### config.mk
export PLATFORM = sky130hd
export DESIGN_NAME = backoff_retry_ctrl
export DESIGN_NICKNAME = d
export VERILOG_FILES = /design/src/rtl/backoff_retry_pkg.sv /design/src/rtl/backoff_retry_ctrl.sv
export SDC_FILE = /design/constraint.sdc
export NUM_CORES = 1
export LEC_CHECK = 0
export BUFFER_PORTS_ARGS = -buffer_cell sky130_fd_sc_hd__buf_4
export CORE_MARGIN = 2
export CORE_UTILIZATION = 25
export CTS_BUF_LIST = sky130_fd_sc_hd__clkbuf_4
export CTS_CLUSTER_SIZE = 20
export DETAILED_ROUTE_END_ITERATION = 10
export GPL_TIMING_DRIVEN = 0
export MAX_ROUTING_LAYER = met4
export PLACE_DENSITY_LB_ADDON = 0.3
export SYNTH_ARGS = -nofsm -noshare
export SYNTH_HDL_FRONTEND = slang
export SYNTH_SLANG_ARGS = --single-unit
### constraint.sdc
create_clock -name clk_i -period 4.1 [get_ports clk_i]
set_clock_uncertainty 0.15 [all_clocks]
set_input_delay 1.025 -clock clk_i [delete_from_list [all_inputs] [get_ports clk_i]]
set_output_delay 1.025 -clock clk_i [all_outputs]
set_load 0.01 [all_outputs]
### src/rtl/backoff_retry_pkg.sv
`default_nettype none
// ============================================================================
// Module      : backoff_retry_pkg
// Description : Shared types for the backoff retry controller. Holds the
//               controller state encoding used by backoff_retry_ctrl.
// Revision    : 1.0 - initial release
// ============================================================================
package backoff_retry_pkg;

    // Controller state encoding (explicit 3-bit width)
    typedef enum logic [2:0] {
        IDLE     = 3'd0,
        ISSUE    = 3'd1,
        WAIT_RSP = 3'd2,
        ARM      = 3'd3,
        BACKOFF  = 3'd4,
        DONE     = 3'd5
    } state_e;

endpackage : backoff_retry_pkg
`default_nettype wire

### src/rtl/backoff_retry_ctrl.sv
`default_nettype none
// ============================================================================
// Module      : backoff_retry_ctrl
// Description : Retry controller that drives an exponential backoff counter
//               (set/clr/is_zero). Accepts one transaction, issues it
//               downstream, inspects the response and, on failure, arms the
//               backoff counter and re-issues once it expires, up to
//               MaxRetries retries. Reports ok / gave-up plus the number of
//               retries consumed on a completion handshake.
// Ports       : clk_i, rst_i             clock, async active-high reset
//               req_valid_i/req_ready_o  transaction accept (IDLE only)
//               req_data_i               transaction payload
//               att_valid_o/att_ready_i  downstream attempt handshake
//               att_data_o               latched payload
//               rsp_valid_i, rsp_ok_i    attempt outcome pulse
//               done_valid_o/done_ready_i completion handshake
//               done_err_o               1 = retries exhausted
//               done_retries_o           retries consumed
//               backoff_set_o/clr_o      one-cycle pulses to backoff counter
//               backoff_zero_i           backoff counter is zero
// Revision    : 1.0 - initial release
// ============================================================================
module backoff_retry_ctrl
    import backoff_retry_pkg::*;
#(
    parameter  int DataWidth  = 32,
    parameter  int MaxRetries = 7,
    localparam int RetryWidth = $clog2(MaxRetries + 1)
) (
    input  logic                  clk_i,
    input  logic                  rst_i,
    input  logic                  req_valid_i,
    output logic                  req_ready_o,
    input  logic [DataWidth-1:0]  req_data_i,
    output logic                  att_valid_o,
    input  logic                  att_ready_i,
    output logic [DataWidth-1:0]  att_data_o,
    input  logic                  rsp_valid_i,
    input  logic                  rsp_ok_i,
    output logic                  done_valid_o,
    input  logic                  done_ready_i,
    output logic                  done_err_o,
    output logic [RetryWidth-1:0] done_retries_o,
    output logic                  backoff_set_o,
    output logic                  backoff_clr_o,
    input  logic                  backoff_zero_i
);

    localparam logic [RetryWidth-1:0] c_max_retry = RetryWidth'(MaxRetries);

    state_e                r_state;
    state_e                w_state_nxt;
    logic [RetryWidth-1:0] r_retry;
    logic [DataWidth-1:0]  r_data;
    logic                  r_err;
    logic                  r_att_hold;

    logic                  w_req_ready;
    logic                  w_att_valid;
    logic                  w_done_valid;
    logic                  w_set;
    logic                  w_clr;
    logic                  w_at_limit;

    assign w_at_limit = (r_retry == c_max_retry);

    // ------------------------------------------------------------------------
    // State register
    // ------------------------------------------------------------------------
    always_ff @(posedge clk_i or posedge rst_i) begin
        if (rst_i) begin
            r_state <= IDLE;
        end else begin
            r_state <= w_state_nxt;
        end
    end

    // ------------------------------------------------------------------------
    // Next-state and output decode
    // ------------------------------------------------------------------------
    always_comb begin
        w_state_nxt  = r_state;
        w_req_ready  = 1'b0;
        w_att_valid  = 1'b0;
        w_done_valid = 1'b0;
        w_set        = 1'b0;
        w_clr        = 1'b0;

        case (r_state)
            IDLE: begin
                w_req_ready = 1'b1;
                if (req_valid_i) begin
                    w_state_nxt = ISSUE;
                end
            end

            ISSUE: begin
                // Only offer once the backoff has drained; once offered, the
                // hold flag keeps valid up until the downstream accepts.
                w_att_valid = backoff_zero_i | r_att_hold;
                if (w_att_valid && att_ready_i) begin
                    w_state_nxt = WAIT_RSP;
                end
            end

            WAIT_RSP: begin
                if (rsp_valid_i) begin
                    if (rsp_ok_i || w_at_limit) begin
                        w_clr       = 1'b1;
                        w_state_nxt = DONE;
                    end else begin
                        w_set       = 1'b1;
                        w_state_nxt = ARM;
                    end
                end
            end

            // The backoff counter is loading this cycle, so its zero flag is
            // stale and deliberately not looked at.
            ARM: begin
                w_state_nxt = BACKOFF;
            end

            BACKOFF: begin
                if (backoff_zero_i) begin
                    w_state_nxt = ISSUE;
                end
            end

            DONE: begin
                w_done_valid = 1'b1;
                if (done_ready_i) begin
                    w_state_nxt = IDLE;
                end
            end

            default: begin
                w_state_nxt = IDLE;
            end
        endcase
    end

    // ------------------------------------------------------------------------
    // Datapath: payload, retry count, error flag, attempt hold
    // ------------------------------------------------------------------------
    always_ff @(posedge clk_i or posedge rst_i) begin
        if (rst_i) begin
            r_retry    <= '0;
            r_data     <= '0;
            r_err      <= 1'b0;
            r_att_hold <= 1'b0;
        end else begin
            r_att_hold <= w_att_valid & ~att_ready_i;

            if (r_state == IDLE && req_valid_i) begin
                r_data  <= req_data_i;
                r_retry <= '0;
            end

            if (r_state == WAIT_RSP && rsp_valid_i) begin
                r_err <= ~rsp_ok_i & w_at_limit;
                // At the limit a failure ends the transaction, so the count
                // never advances past MaxRetries.
                if (!rsp_ok_i && !w_at_limit) begin
                    r_retry <= r_retry + RetryWidth'(1);
                end
            end
        end
    end

    assign req_ready_o    = w_req_ready;
    assign att_valid_o    = w_att_valid;
    assign att_data_o     = r_data;
    assign done_valid_o   = w_done_valid;
    assign done_err_o     = w_done_valid & r_err;
    assign done_retries_o = w_done_valid ? r_retry : '0;
    assign backoff_set_o  = w_set;
    assign backoff_clr_o  = w_clr;

endmodule : backoff_retry_ctrl
`default_nettype wire

==> run_results.csv <==
group,metric,value,unit
status,status,"finished, final reports clean",
cells_and_area,diodes,0,
logic_synthesis,synth.top_cell.area_share,0.5274,
pwr,leakage,1.330,nW
clock_network,cts.sinks,40,
timing,relSlewSlack,0.4306,
timing,finalSetupViolCount,0,
global_route,grt_pass1_wl,6686,um
logic_synthesis,synth_area,0.001898,mm^2
cells_and_area,drive_gt1_frac,0.6381,
clock_network,clk_pin_slew,120,ps
place,hpwl,2885,um
drt,wl_met3,256,um
clock_network,clk_latency,330,ps
timing,hold_violations,0,
timing,max_freq,316.4,MHz
logic_synthesis,synth.area.top_cells,"dfrtp_1 (53%), mux2_4 (24%), buf_12 (4.2%)",
drt,wl_met2,1731,um
pwr,vdd_ir_drop_max,0.2055,mV
clock_network,cts_tree,"yes",
critical_path,crit_path_start_kind,"flip-flop",
global_route,grt_overflow,0,
floorplanning,design.die.area,0.008306,mm^2
clock_network,postCtsSetupBuffers,0,
clock_network,root_buffer,"clkbuf_4",
drt,top_layer,"met4",
clock_network,cts_buffer_depth,2,
drt,drt_wl_total,4015,um
critical_path,end_kind,"output port",
drt,drtIter0Drc,5,
global_route,grt_pass1_vias,1284,
logic_synthesis,syn-num-nets,165,
clock_network,h-tree-depth,2,
drt,avgViaCountPerCell,4.084,
critical_path,slowest_delay,420,ps
critical_path,cp.required,2920,ps
cells_and_area,nNetsFinal,252,
logic_synthesis,seq_area_frac_synth,0.5274,
drt,met1Wirelength,1995,um
cells_and_area,multiInputGateArea,779.5,um^2
cells_and_area,post-route-util,0.3730,
critical_path,cp_max_fo,5,
logic_synthesis,yosysTopAreaCell,"dfrtp_1",
critical_path,cp_cell_sequence,"ha_1 > ha_1 > nor3_2 > nor3b_4 > buf_4",
hold_path,hp-class,"flip-flop to flip-flop",
timing,rsz0062_at_grt,"false",
critical_path,timing_worst_setup_path_type,"flip-flop to output port",
critical_path,crit_top_cell,"ha_1",
cells_and_area,seqCellArea,0.001001,mm^2
place,port_buffers,80,
clock_network,cts_made_buffers,5,
cells_and_area,mostFrequentLayoutCells,"buf_4 (82), dfrtp_1 (40), mux2_4 (30)",
global_route,grt_max_degree,41,
floorplanning,fp-row-count,31,
critical_path,cpMaxStageDelayCell,"dfrtp_1",
global_route,antenna_found_initial,0,
logic_synthesis,synth.avg_cell_area,15.43,um^2
timing,tightestPinTransition,852.8,ps
logic_synthesis,syn_inst,123,
floorplanning,io_pins,81,
logic_synthesis,ys_types,30,
drt,vias,1262,
floorplanning,die_w,91.14,um
place,place_ws,999.0,ps
clock_network,postCtsHoldBufs,0,
logic_synthesis,synth_seq_cells,40,
drt,drc,0,
place,place_congestion,0.7700,
logic_synthesis,yosys_warnings,0,
timing,fin_ws,939.2,ps
pwr,p_per_area,727.7,mW/mm^2
cells_and_area,final_common_cell,"buf_4",
timing,setup_tns,0,ps
floorplanning,coreArea,0.007292,mm^2
floorplanning,chipHeight,91.14,um
cells_and_area,syn_to_final_growth,43.31,%
timing,post-route-period-util,0.7709,
timing,period_needed,3161,ps
drt,wl_per_cell,12.99,um
critical_path,critPathArrivalTime,1990,ps
cells_and_area,fillers,728,
drt,dr.pass1.iters,3,
timing,finalMaxSlewViolations,0,
drt,antenna_left,0,
clock_network,cts_resized,0,
floorplanning,start_util,0.2603,
global_route,grtUsageTotal,0.1034,
job,cap_violations,0,
## synthesized netlist by cell type, drive strengths merged
library cell   n
a41o           1
nor3           3
and2           5
o21a           2
a31oi          2
nor4b          1
ha             2
nor2           3
inv            3
a21oi          1
and3b          1
nand2b         2
nand3b         1
nor3b          4
buf            7
dfrtp         40
nand3          1
mux2          34
nor2b          1
nand2          4
o21ai          3
a22o           2
## worst paths after layout
path,from,end,slack [ps],depth (start not counted)
max in group asynchronous,rst_i,att_data_o[8],2560,2
min reg2reg,att_data_o[17],att_data_o[17],380,1
min,att_data_o[17],att_data_o[17],380,1
max reg2reg,r_retry[0],r_retry[0],2030,6
max,r_retry[0],backoff_set_o,940,5
min in group asynchronous,rst_i,att_data_o[4],700,2
## logic make-up after synthesis
| family | after synthesis | share of synthesized area |
|---|---|---|
| DFF | 40 | 0.5274 |
| muxes | 34 | 0.2610 |
| and+or+nand+nor | 26 | 0.09690 |
| AOI/OAI and AO/OA | 11 | 0.03955 |
| buffers and inverters | 10 | 0.06196 |
| adders and majority gates | 2 | 0.01318 |
## metal layers
metal,GRT usage,vias to the layer above
met2,0.1444,53
met4,0.02652,0
met3,0.02905,4
met5,-,-
met1,0.1473,597
li1,-,608
## final cells by class
type	instances	area share
buffer	7	0.03910
clock buffer	5	0.01380
clock inverter	2	0.02208
inverter	3	0.004140
multi-input combinational	73	0.2866
sequential	40	0.3680
tap	99	0.04554
timing repair buffer	80	0.2208
## power breakdown
group          total, mW  internal (mW)  switching (mW)
Combinational      0.980          0.615           0.364
Clock              0.318          0.187           0.131
Sequential         0.682          0.580           0.102
## sequential cells by signal (all words and copies together) (netlist names)
signal,flops
r_state,3
r_att_hold,1
r_err,1
r_retry,3
att_data_o,32
## worst max-delay path: cells and delay by family, from the launching register on
family        cells  cell delay, ps
buf+inv           1             180
fa+ha+maj         2             430
flops             1             420
simple gates      2             620
## through the flow
step	instance area (um^2)	hold slack, ps	total power, mW	std cells
after CTS	2720	380.2	2.012	309
final	2720	375.9	1.979	309
after global routing	2720	393.0	2.118	309
after detailed placement	2623	344.4	1.678	302
after floorplan	1898	333.6	1.296	123
after global placement	2623	342.9	1.669	302
Power figures use the tool's default switching activity.
